## config.mk

```make
export PLATFORM = sky130hd
export DESIGN_NAME = fetch_unit
export DESIGN_NICKNAME = d
export VERILOG_FILES = /design/src/rtl/cpu_pkg.sv /design/src/rtl/fetch_buffer.sv /design/src/rtl/fetch_unit.sv
export SDC_FILE = /design/constraint.sdc
export NUM_CORES = 1
export LEC_CHECK = 0
export ABC_AREA = 1
export CORE_AREA = 2 2 152 154
export DETAILED_ROUTE_END_ITERATION = 10
export DIE_AREA = 0 0 154 156
export PLACE_DENSITY = 0.77
export RECOVER_POWER = 100
export SETUP_SLACK_MARGIN = 0.02
export SYNTH_ARGS = -nofsm -noshare
export SYNTH_HDL_FRONTEND = slang
export SYNTH_HIERARCHICAL = 1
export SYNTH_SLANG_ARGS = --single-unit
```

## constraint.sdc

```tcl
create_clock -name clock -period 5.4 [get_ports clock]
set_input_delay 1.62 -clock clock [delete_from_list [all_inputs] [get_ports clock]]
set_output_delay 1.62 -clock clock [all_outputs]
set_load 0.02 [all_outputs]
```

## src/rtl/cpu_pkg.sv

```systemverilog
// Shared types and defaults for the MIPS core front end.
package cpu_pkg;

  localparam int DEF_ADDR_W = 32;
  localparam int DEF_INST_W = 32;
  localparam int INST_BYTES = 4;

  typedef enum logic [1:0] {
    FETCH = 2'd0,
    WAIT  = 2'd1,
    DROP  = 2'd2
  } fetch_state_t;

  typedef struct packed {
    logic [DEF_ADDR_W-1:0] pc;
    logic [DEF_INST_W-1:0] inst;
  } fetch_entry_t;

endpackage

```

## src/rtl/fetch_buffer.sv

```systemverilog
// Prefetch FIFO between instruction memory and ID: first-word-fall-through head,
// synchronous flush. DEPTH must be a power of two so the pointers wrap naturally.
module fetch_buffer
  import cpu_pkg::*;
#(
  parameter int  DEPTH   = 2,
  parameter type entry_t = fetch_entry_t
) (
  input  logic                   clock,
  input  logic                   reset,
  input  logic                   push,
  input  logic                   pop,
  input  logic                   flush,
  input  entry_t                 wdata,
  output entry_t                 head,
  output logic [$clog2(DEPTH):0] count
);

  localparam int PTR_W = $clog2(DEPTH);
  localparam logic [PTR_W:0] FULL = (PTR_W + 1)'(DEPTH);

  entry_t           mem_q [DEPTH];
  logic [PTR_W-1:0] wr_ptr_q, wr_ptr_d;
  logic [PTR_W-1:0] rd_ptr_q, rd_ptr_d;
  logic [PTR_W:0]   count_q, count_d;
  logic             do_push, do_pop;

  always_comb begin
    do_push  = push && (count_q != FULL);
    do_pop   = pop && (count_q != '0);
    wr_ptr_d = wr_ptr_q;
    rd_ptr_d = rd_ptr_q;
    count_d  = count_q;
    if (flush) begin
      wr_ptr_d = '0;
      rd_ptr_d = '0;
      count_d  = '0;
    end else begin
      if (do_push) wr_ptr_d = wr_ptr_q + 1'b1;
      if (do_pop)  rd_ptr_d = rd_ptr_q + 1'b1;
      count_d = count_q + (PTR_W + 1)'(do_push) - (PTR_W + 1)'(do_pop);
    end
  end

  always_ff @(posedge clock or posedge reset) begin
    if (reset) begin
      wr_ptr_q <= '0;
      rd_ptr_q <= '0;
      count_q  <= '0;
    end else begin
      wr_ptr_q <= wr_ptr_d;
      rd_ptr_q <= rd_ptr_d;
      count_q  <= count_d;
    end
  end

  // Storage needs no reset: the top level masks the head while the queue is empty.
  always_ff @(posedge clock) begin
    if (do_push && !flush) mem_q[wr_ptr_q] <= wdata;
  end

  assign head  = mem_q[rd_ptr_q];
  assign count = count_q;

endmodule

```

## src/rtl/fetch_unit.sv

```systemverilog
// Instruction-fetch stage: PC register, single-outstanding req/gnt/rvalid fetch FSM,
// and the IF/ID view of the prefetch queue head.
module fetch_unit
  import cpu_pkg::*;
#(
  parameter int                ADDR_W    = DEF_ADDR_W,
  parameter int                INST_W    = DEF_INST_W,
  parameter logic [ADDR_W-1:0] RESET_PC  = '0,
  parameter int                BUF_DEPTH = 2
) (
  input  logic              clock,
  input  logic              reset,
  output logic              imem_req,
  output logic [ADDR_W-1:0] imem_addr,
  input  logic              imem_gnt,
  input  logic              imem_rvalid,
  input  logic [INST_W-1:0] imem_rdata,
  input  logic              redirect_valid,
  input  logic [ADDR_W-1:0] redirect_target,
  input  logic              stall,
  output logic              if_valid,
  output logic [ADDR_W-1:0] if_pc,
  output logic [ADDR_W-1:0] if_pc_plus4,
  output logic [INST_W-1:0] if_inst,
  output logic [1:0]        dbg_state
);

  typedef struct packed {
    logic [ADDR_W-1:0] pc;
    logic [INST_W-1:0] inst;
  } entry_t;

  localparam int                CNT_W   = $clog2(BUF_DEPTH) + 1;
  localparam logic [CNT_W-1:0]  FULL    = CNT_W'(BUF_DEPTH);
  localparam logic [ADDR_W-1:0] PC_INIT = {RESET_PC[ADDR_W-1:2], 2'b00};
  localparam logic [ADDR_W-1:0] STEP    = ADDR_W'(INST_BYTES);

  fetch_state_t      state_q, state_d;
  logic [ADDR_W-1:0] pc_q, pc_d;
  logic [ADDR_W-1:0] req_pc_q, req_pc_d;
  logic              push, pop, granted;
  entry_t            head, wdata;
  logic [CNT_W-1:0]  count;
  logic              unused_tgt_bits;

  assign unused_tgt_bits = ^redirect_target[1:0];

  // A request is only raised when a queue slot is free, so every response has a home.
  always_comb begin
    state_d  = state_q;
    pc_d     = pc_q;
    req_pc_d = req_pc_q;
    imem_req = 1'b0;
    push     = 1'b0;
    granted  = 1'b0;
    case (state_q)
      FETCH: begin
        imem_req = !reset && (count < FULL);
        granted  = imem_req && imem_gnt;
        if (granted) begin
          req_pc_d = pc_q;
          pc_d     = pc_q + STEP;
          state_d  = WAIT;
        end
      end
      WAIT: begin
        if (imem_rvalid) begin
          push    = 1'b1;
          state_d = FETCH;
        end
      end
      DROP: begin
        if (imem_rvalid) state_d = FETCH;
      end
      default: state_d = FETCH;
    endcase
    // Redirect wins: any in-flight or just-granted request becomes stale and is dropped.
    if (redirect_valid) begin
      push = 1'b0;
      pc_d = {redirect_target[ADDR_W-1:2], 2'b00};
      if (state_q == FETCH) state_d = granted ? DROP : FETCH;
      else                  state_d = imem_rvalid ? FETCH : DROP;
    end
  end

  always_ff @(posedge clock or posedge reset) begin
    if (reset) begin
      state_q  <= FETCH;
      pc_q     <= PC_INIT;
      req_pc_q <= '0;
    end else begin
      state_q  <= state_d;
      pc_q     <= pc_d;
      req_pc_q <= req_pc_d;
    end
  end

  assign wdata = {req_pc_q, imem_rdata};
  assign pop   = if_valid && !stall && !redirect_valid;

  fetch_buffer #(
    .DEPTH   (BUF_DEPTH),
    .entry_t (entry_t)
  ) u_buf (
    .clock (clock),
    .reset (reset),
    .push  (push),
    .pop   (pop),
    .flush (redirect_valid),
    .wdata (wdata),
    .head  (head),
    .count (count)
  );

  assign if_valid    = (count != '0);
  assign if_pc       = if_valid ? head.pc : '0;
  assign if_inst     = if_valid ? head.inst : '0;
  assign if_pc_plus4 = if_valid ? head.pc + STEP : '0;
  assign imem_addr   = pc_q;
  assign dbg_state   = state_q;

endmodule

```

## Yosys cells after proc, flatten, opt, wreduce, memory -nomap -nowiden

Memory sizes are Yosys's and may differ from the RTL's.
Index checks and enable logic that the tools add are counted.

- Register bits after elaboration: 70
- RAM bits: 128
- Bits of input ports: 70
- Logic and storage cells: 64
- Memories: 1

Memories:

| name | depth | bits a word | read ports | clocked after memory_dff | write ports | line | text |
|---|---|---|---|---|---|---|---|
| u_buf.mem_q | 2 | 64 | 1 | 0 | 1 | fetch_buffer.sv:22 | `entry_t mem_q [DEPTH];` |

- $add $sub $neg: 6
- Magnitude comparators: 1
- Equality and inequality tests: 5
- Mux-type cells: 25
- Reduce and logical (&&, ||, !) cells: 20

Operators with widths:

| operator | number |
|---|---|
| 2-to-1 mux 32 bit | 6 |
| adder 32 x 3 -> 32 bit (second input constant) | 2 |
| 2-to-1 mux 2 bit | 7 |
| 2-to-1 mux 1 bit | 11 |
| nonzero test 2 bit | 5 |
| logical AND 1 bit | 7 |
| AND reduction 2 bit | 3 |
| case mux 2 bit (2 select lines) | 1 |
| zero test 1 bit | 3 |
| inequality test 3 x 1 -> 1 bit (second input constant) | 1 |
| inequality test 3 bit (second input constant) | 1 |
| adder 1 bit (second input constant) | 2 |
| adder 2 x 1 -> 2 bit | 1 |
| == test 2 x 1 -> 1 bit (second input constant) | 1 |
| == test 2 bit (second input constant) | 1 |
| zero test 2 bit | 1 |
| < comparator 2 bit (second input constant) | 1 |
| inequality test 2 bit (second input constant) | 1 |
| OR reduction 2 bit | 1 |
| subtractor 2 x 1 -> 2 bit | 1 |

## Depth between registers and ports, before layout

Gate-level depths: netlist of the first run.

- Depth after elaboration: 7
- Gate-level depth with buffers: 14
- Gate-level depth less buffers: 12

## Modules after synthesis

The synthesis of the first run kept the hierarchy.

By module, submodules not included:

| module | times used | cells each | area each (um^2) | seq. area each (um^2) |
|---|---|---|---|---|
| fetch_buffer | 1 | 369 | 4947.2 | 3943.8 |
| fetch_unit | 1 | 839 | 4937.2 | 1551.5 |

## Least setup slack after synthesis of the first run

OpenSTA, ideal clock, no wires.

- Kind: input to register
- Start point: input redirect_valid
- End point: memory u_buf/mem_q[1][0] in the netlist's numbering (enable)
- Library setup time: 565 ps
- Arrival: 6578 ps
- Data required time: 4835 ps
- Setup slack: -1742 ps
- Cell stages on the path: 5
- Cells stage by stage: buf_2 -> clkbuf_1 -> nor2_1 -> nand2_1 -> nor3_1

- Word-level cells in the longest chain between the ends: 5

Ends and longest elaborated chain:

| element | line | text |
|---|---|---|
| from (decl) | fetch_unit.sv:18 | `input logic redirect_valid,` |
| 2-to-1 mux 1 bit | fetch_unit.sv:78 | `if (redirect_valid) begin` |
| named net push | fetch_unit.sv:41 | `logic push, pop, granted;` |
| logical AND 1 bit | fetch_buffer.sv:29 | `do_push = push && (count_q != FULL);` |
| logical AND 1 bit | fetch_buffer.sv:59 | `if (do_push && !flush) mem_q[wr_ptr_q] <= wdata;` |
| 2-to-1 mux 1 bit | fetch_buffer.sv:59 |  |
| 2-to-1 mux 1 bit (not written as such) | fetch_buffer.sv:59 |  |
| to (decl) | fetch_buffer.sv:22 |  |

The timed path passes the listed nets, and every way through them passes these cells.

==> impl_metrics.env, run 1 <==
export IMPL_synth_edf_count=128
export IMPL_layout_area_overhead_vs_synth_pct=26.7
export IMPL_core_area_um2=22400
export IMPL_grt_pass1_vias=7904
export IMPL_post_cts_resized=0
export IMPL_synth_most_common_cell="nand2_1"
export IMPL_placed_area_um2=12100
export IMPL_ys_ff_latch=194
export IMPL_p_per_area_nw_per_um2=303
export IMPL_die_y_um=156
export IMPL_clockBufferDepth=2
export IMPL_stdcell_count=1698
export IMPL_end_kind="output pin"
export IMPL_drv_cap=3
export IMPL_synth_cells_most_frequent="nand2_1 (466), nor2_1 (174), inv_1 (137)"
export IMPL_netlist_area_leader_share_pct=38.9
export IMPL_layout_nets=1475
export IMPL_critPathMaxStageDelay_ns=0.71
export IMPL_cts_tree="built"
export IMPL_worst_pin_slew_ns=2.18
export IMPL_die_x_um=154
export IMPL_rows=55
export IMPL_place_inst=1665
export IMPL_yosysTopAreaCell="edfxtp_1"
export IMPL_place_gp_congestion=0.917
export IMPL_routed_wirelength_um=24900
export IMPL_portBuffers=197
export IMPL_wire_per_inst_um=14.7
export IMPL_vias_per_cell=4.88
export IMPL_holdCritPathClass="flip-flop to flip-flop"
export IMPL_ir_drop_uv=181
export IMPL_path_buf_inv=2
export IMPL_drtIter0Drc=619
export IMPL_critical_path_top_delay_family="simple AND/OR/NAND/NOR gates"
export IMPL_htreeDepth=4
export IMPL_start_util_pct=44.2
export IMPL_final_util_pct=56.0
export IMPL_dp_hpwl_um=18800
export IMPL_skew_ns=0.0128
export IMPL_slew_viol_final=113
export IMPL_synth_seq_area_share_pct=55.6
export IMPL_cts_inserted_buffers=17
export IMPL_antenna_found_initial=1
export IMPL_synth_cells=1208
export IMPL_period_share_pct=95.4
export IMPL_maxSlewHeadroom_pct=-45.4
export IMPL_grt_use_total_pct=21.3
export IMPL_period_needed_ns=5.15
export IMPL_gr_total_overflow=0
export IMPL_synth_area_um2=9880
export IMPL_dieArea_um2=24000
export IMPL_cts_clk_slew_worst_paths_ns=0.07
export IMPL_grt_max_degree=61
export IMPL_ys_top_cells_by_area="edfxtp_1 (39%), nand2_1 (18%), dfrtp_1 (17%)"
export IMPL_path_max_fanout=25
export IMPL_via_count=8293
export IMPL_synth_async_reset_ratio_pct=34.0
export IMPL_timing_fmax_mhz=194
export IMPL_slowest_stage="dlygate4sd3_1"
export IMPL_ys_flop_type="edfxtp_1"
export IMPL_clk_insertion_delay_late_ns=0.43
export IMPL_detail_route_antenna_nets=0
export IMPL_tns_ns=0
export IMPL_cts_sinks=194
export IMPL_crit_arrival_ns=3.53
export IMPL_crit_type="flip-flop to output pin"
export IMPL_cp_required_ns=3.78
export IMPL_io_pin_count=202
export IMPL_status="finished, violations left"
export IMPL_setup_viol=0
export IMPL_hold_buffers=0
export IMPL_cp_common_cell="nand2_1"
export IMPL_grt_pass1_wl_um=40200
export IMPL_cts_root_buf="clkbuf_16"
export IMPL_synthDistinctLibCells=32
export IMPL_hold_viol_final=0
export IMPL_dr_pass1_iters=5
export IMPL_drive_above_1_share_pct=4.53
export IMPL_cp_cell_sequence="buf_4, nand2_1, nand2_1, ha_1, nand2_2, nor3_4, nand4_1, nand2_1, nand2_1, nor2_1, dlygate4sd3_1"
export IMPL_synth_area_per_cell_um2=8.18
export IMPL_drc_errors=0
export IMPL_final_area_um2=12500
export IMPL_post_cts_buffers=0
export IMPL_rsz0062_at_grt="no"
export IMPL_failed_checks="capacitance limit, slew limit"
export IMPL_p_leak_nw=5.76
export IMPL_critPathLaunchType="flip-flop"
export IMPL_ys_warn_count=6
## metal layers
| metal | wire length [µm] | up-vias | part of all wire (%) | global-route usage, % |
|---|---|---|---|---|
| li1 | - | 4149 | - | - |
| met1 | 10800 | 3744 | 44 | 28.0 |
| met2 | 11400 | 366 | 46 | 35.0 |
| met3 | 2110 | 34 | 8.5 | 4.69 |
| met4 | 499 | 0 | 2.0 | 7.21 |
| met5 | 0 | - | 0 | 0 |
## final cells by class
type / instances / area [µm²]
fillers: 1989 / 9840
flip-flops and latches: 194 / 5500
multi-input cells: 837 / 3550
repair buffers: 208 / 2030
inverters: 141 / 534
clock buffers: 17 / 425
well taps: 285 / 357
clock inverters: 15 / 128
diodes: 1 / 2.50
## logic make-up (layout without fill, tap and decap cells)
family | Yosys count | count (layout) | synth area share [%]
simple gates | 744 | 744 | 30.7
flops | 194 | 194 | 55.6
buf+inv | 182 | 381 | 8.39
compound gates | 73 | 73 | 3.82
xor+xnor | 8 | 8 | 0.709
fa+ha+maj | 6 | 6 | 0.759
other cells | 1 | 7 | 0.0379
## worst register-to-register path: cells and delay by family (launching register included)
kind                     cells  cell delay [ns]
flip-flops                   1             0.40
AO/OA/AOI/OAI                1             0.31
adder cells (fa/ha/maj)      1             0.19
buffers and inverters        3             0.43
AND/OR/NAND/NOR              3             2.17
## cells in the final DEF, fill, tap and decap left out, drive strengths merged
cell type	n
nand2	476
nor2	188
nand4	3
nand3b	1
xnor2	2
dfrtp	66
ha	6
buf	5
diode	1
dlygate4sd3	157
clkinv	7
clkbuf	23
or2	1
and2	3
nor3	5
xor2	6
clkdlybuf4s50	40
inv	146
o21ai	56
a21oi	12
o211ai	5
nand3	67
edfxtp	128
conb	6
clkinvlp	3
## report_power, final
group          switching [mW]  internal [mW]
Clock                   0.580          0.604
Sequential              0.151           1.81
Combinational           0.406          0.255
## state kept, by name, summed over array words and instances (netlist names)
signal / flops
u_buf/count: 2
u_buf/rd_ptr_q: 1
dbg_state: 2
u_buf/mem_q: 128
req_pc_q: 30
u_buf/wr_ptr_q: 1
imem_addr: 30
## final timing paths
kind / from / endpoint / slack [ns] / cells past startpoint
min in group asynchronous: reset / u_buf/wr_ptr_q$_DFFE_PP0P_ / 1.60 / 2
worst max register to register: dbg_state[0]$_DFFE_PP0P_ / imem_addr[12]$_DFFE_PP0P_ / 1.82 / 8
worst min-delay path: req_pc_q[17]$_DFFE_PP0P_ / u_buf/mem_q[0][49]$_DFFE_PP_ / 0.47 / 0
worst min register to register: req_pc_q[17]$_DFFE_PP0P_ / u_buf/mem_q[0][49]$_DFFE_PP_ / 0.47 / 0
worst max-delay path: u_buf/rd_ptr_q$_DFFE_PP0P_ / if_pc_plus4[20] / 0.25 / 11
max in group asynchronous: reset / imem_addr[25]$_DFFE_PP0P_ / 1.48 / 3
## stage by stage
| stage | hold slack (ns) | setup WS, ns | total power [mW] |
|---|---|---|---|
| detailed placement | 0.457 | 0.773 | 2.70 |
| CTS | 0.474 | 0.283 | 3.88 |
| global route | 0.499 | 0.0385 | 3.99 |
| floorplan | 0.442 | 0.223 | 2.35 |
| finish | 0.472 | 0.248 | 3.80 |
| global placement | 0.450 | 0.806 | 2.66 |
No activity file was read; power rests on OpenSTA's default activity.
==> inputs of run 2 (changes only) <==
--- a/config.mk
+++ b/config.mk
@@ -12,6 +12,7 @@
 export PLACE_DENSITY = 0.77
 export RECOVER_POWER = 100
 export SETUP_SLACK_MARGIN = 0.02
+export SLEW_MARGIN = 20
 export SYNTH_ARGS = -nofsm -noshare
 export SYNTH_HDL_FRONTEND = slang
 export SYNTH_HIERARCHICAL = 1
==> results of run 2 <==
Same layout as run 1: the final DEF is identical, and so are final timing and power.
==> inputs of run 3 (changes only) <==
--- a/config.mk
+++ b/config.mk
@@ -6,10 +6,12 @@
 export NUM_CORES = 1
 export LEC_CHECK = 0
 export ABC_AREA = 1
-export CORE_AREA = 2 2 152 154
+export CELL_PAD_IN_SITES_DETAIL_PLACEMENT = 1
+export CELL_PAD_IN_SITES_GLOBAL_PLACEMENT = 2
+export CORE_AREA = 2 2 195 197
 export DETAILED_ROUTE_END_ITERATION = 10
-export DIE_AREA = 0 0 154 156
-export PLACE_DENSITY = 0.77
+export DIE_AREA = 0 0 197 199
+export PLACE_DENSITY = 0.79
 export RECOVER_POWER = 100
 export SETUP_SLACK_MARGIN = 0.02
 export SLEW_MARGIN = 20
==> run 3 against run 2 <==
Net effect:
- the flow still finishes with violations (capacitance limit, slew limit)
- clock skew down 0.0051 ns
- core utilization fell by 22 points
- register-to-register slack better by 0.47 ns
- sequential share of layout area shrank 0.83 points
- maximum frequency increased by 2.7%
- total power is 0.77% higher
- die area increased by 63%
- clock-buffer cell count did not move
- critical endpoint is now if_pc_plus4[28]
- largest cell class unchanged
- largest power group unchanged
- highest routed layer unchanged
==> impl_metrics.env, run 3 (synthesis results as in run 1) <==
export IMPL_met2_length_um=14300
export IMPL_slew_viol_final=132
export IMPL_grt_pass1_wl_um=46900
export IMPL_layout_area_overhead_vs_synth_pct=29.2
export IMPL_hold_viol_final=0
export IMPL_cp_required_ns=3.78
export IMPL_die_y_um=199
export IMPL_grt_pass1_vias=8456
export IMPL_portBuffers=197
export IMPL_largest_reg_flops=128
export IMPL_maxSlewHeadroom_pct=-36.7
export IMPL_core_area_um2=37100
export IMPL_top_layer_used="met4"
export IMPL_drive_above_1_share_pct=4.75
export IMPL_via_count=8226
export IMPL_critPathLaunchType="flip-flop"
export IMPL_r2r_end="u_buf/mem_q[0][14]$_DFFE_PP_"
export IMPL_cts_inserted_buffers=17
export IMPL_detail_route_antenna_nets=0
export IMPL_path_max_fanout=59
export IMPL_wl_met1_um=14200
export IMPL_ir_drop_uv=264
export IMPL_post_cts_resized=0
export IMPL_setup_viol=0
export IMPL_drtIter0Drc=354
export IMPL_period_needed_ns=5.02
export IMPL_timing_fmax_mhz=199
export IMPL_holdCritPathClass="flip-flop to flip-flop"
export IMPL_crit_type="flip-flop to output pin"
export IMPL_regMostFlops="u_buf/mem_q"
export IMPL_final_cell_mix="nand2_1 (467), nor2_1 (175), dlygate4sd3_1 (155)"
export IMPL_dp_hpwl_um=22600
export IMPL_period_share_pct=92.9
export IMPL_skew_ns=0.00766
export IMPL_wire_per_inst_um=15.8
export IMPL_vias_per_cell=4.37
export IMPL_drc_errors=0
export IMPL_cts_root_buf="clkbuf_16"
export IMPL_rrSetupSlack_ns=2.29
export IMPL_worst_pin_slew_ns=2.05
export IMPL_die_x_um=197
export IMPL_fill_cells=4420
export IMPL_ff2ff_path_depth=7
export IMPL_p_per_area_nw_per_um2=300
export IMPL_clockBufferDepth=2
export IMPL_post_cts_buffers=0
export IMPL_whs_endpoint="u_buf/mem_q[0][43]$_DFFE_PP_"
export IMPL_cts_sinks=194
export IMPL_pre_cts_ws_ns=0.747
export IMPL_r2r_start="dbg_state[1]$_DFFE_PP0P_"
export IMPL_gr_total_overflow=0
export IMPL_p_leak_nw=5.78
export IMPL_grt_max_degree=69
export IMPL_start_util_pct=26.6
export IMPL_clk_insertion_delay_late_ns=0.43
export IMPL_setup_ws_ns=0.383
export IMPL_holdPathStages=0
export IMPL_rows=71
export IMPL_antenna_found_initial=0
export IMPL_grt_use_total_pct=15.5
export IMPL_layout_nets=1473
export IMPL_io_pin_count=202
export IMPL_final_util_pct=34.4
export IMPL_cts_tree="built"
export IMPL_num_antenna_cells=0
export IMPL_end_kind="output pin"
export IMPL_routed_wirelength_um=29700
export IMPL_layout_commonest_cell="nand2_1"
export IMPL_place_gp_congestion=0.809
export IMPL_cts_clk_slew_worst_paths_ns=0.07
export IMPL_status="finished, violations left"
export IMPL_drv_cap=3
export IMPL_failed_checks="capacitance limit, slew limit"
export IMPL_crit_arrival_ns=3.40
export IMPL_dieArea_um2=39200
export IMPL_rsz0062_at_grt="no"
export IMPL_hold_path_startpoint="req_pc_q[11]$_DFFE_PP0P_"
export IMPL_hold_buffers=0
export IMPL_dr_pass1_iters=4
export IMPL_htreeDepth=4
export IMPL_wl_met3_um=892
export IMPL_tns_ns=0
run 3: report_power, final:
part           switching [mW]  internal (mW)
Sequential              0.154           1.81
Combinational           0.421          0.257
Clock                   0.590          0.603
run 3: worst max path at each step:
| stage | start | end | slack (ns) | cells past startpoint |
|---|---|---|---|---|
| 6_report | u_buf/rd_ptr_q$_DFFE_PP0P_ | if_pc_plus4[28] | 0.38 | 12 |
| 5_1_grt | u_buf/rd_ptr_q$_DFFE_PP0P_ | if_pc_plus4[24] | 0.04 | 12 |
| 4_1_cts | u_buf/rd_ptr_q$_DFFE_PP0P_ | if_pc_plus4[16] | 0.27 | 10 |
| 3_5_place_dp | u_buf/rd_ptr_q$_DFFE_PP0P_ | if_pc_plus4[16] | 0.75 | 10 |
| 3_3_place_gp | u_buf/rd_ptr_q$_DFFE_PP0P_ | if_pc_plus4[16] | 0.77 | 10 |
| 2_1_floorplan | redirect_valid | u_buf/mem_q[1][0]$_DFFE_PP_ | 0.22 | 5 |
run 3: per-stage QoR:
step | hold WS [ns] | power (mW) | cells | area [µm²]
floorplan | 0.442 | 2.35 | 1213 | 9910
detailed placement | 0.457 | 2.73 | 1852 | 12300
CTS | 0.473 | 3.94 | 1884 | 12800
global placement | 0.453 | 2.70 | 1852 | 12300
finish | 0.477 | 3.83 | 1884 | 12800
global route | 0.495 | 4.04 | 1884 | 12800
run 3: cell type report:
class	instances	area (µm²)	area share (%)
clock inverter	15	120	0.941
timing repair buffer	206	2040	16.0
clock buffer	17	425	3.33
tap	474	593	4.64
sequential	194	5500	43.0
inverter	141	534	4.18
multi-input combinational	837	3560	27.9
run 3: critical path, stage by stage, from the launching register on:
cell and delay [ns]:
dfrtp_2 0.45, buf_4 0.59, nand2_1 0.14, nand2_1 0.21, nand2_1 0.10, nor2_1 0.20, nand2_1 0.08, nor2_1 0.19
nand2_1 0.07, nand2_1 0.06, nand2_1 0.05, nor2_1 0.08, dlygate4sd3_1 0.73
run 3: metal layers:
| metal | global-route usage [%] | vias up |
|---|---|---|
| li1 | - | 4141 |
| met1 | 20.9 | 3916 |
| met2 | 26.5 | 147 |
| met3 | 2.00 | 22 |
| met4 | 3.73 | 0 |
| met5 | 0 | - |
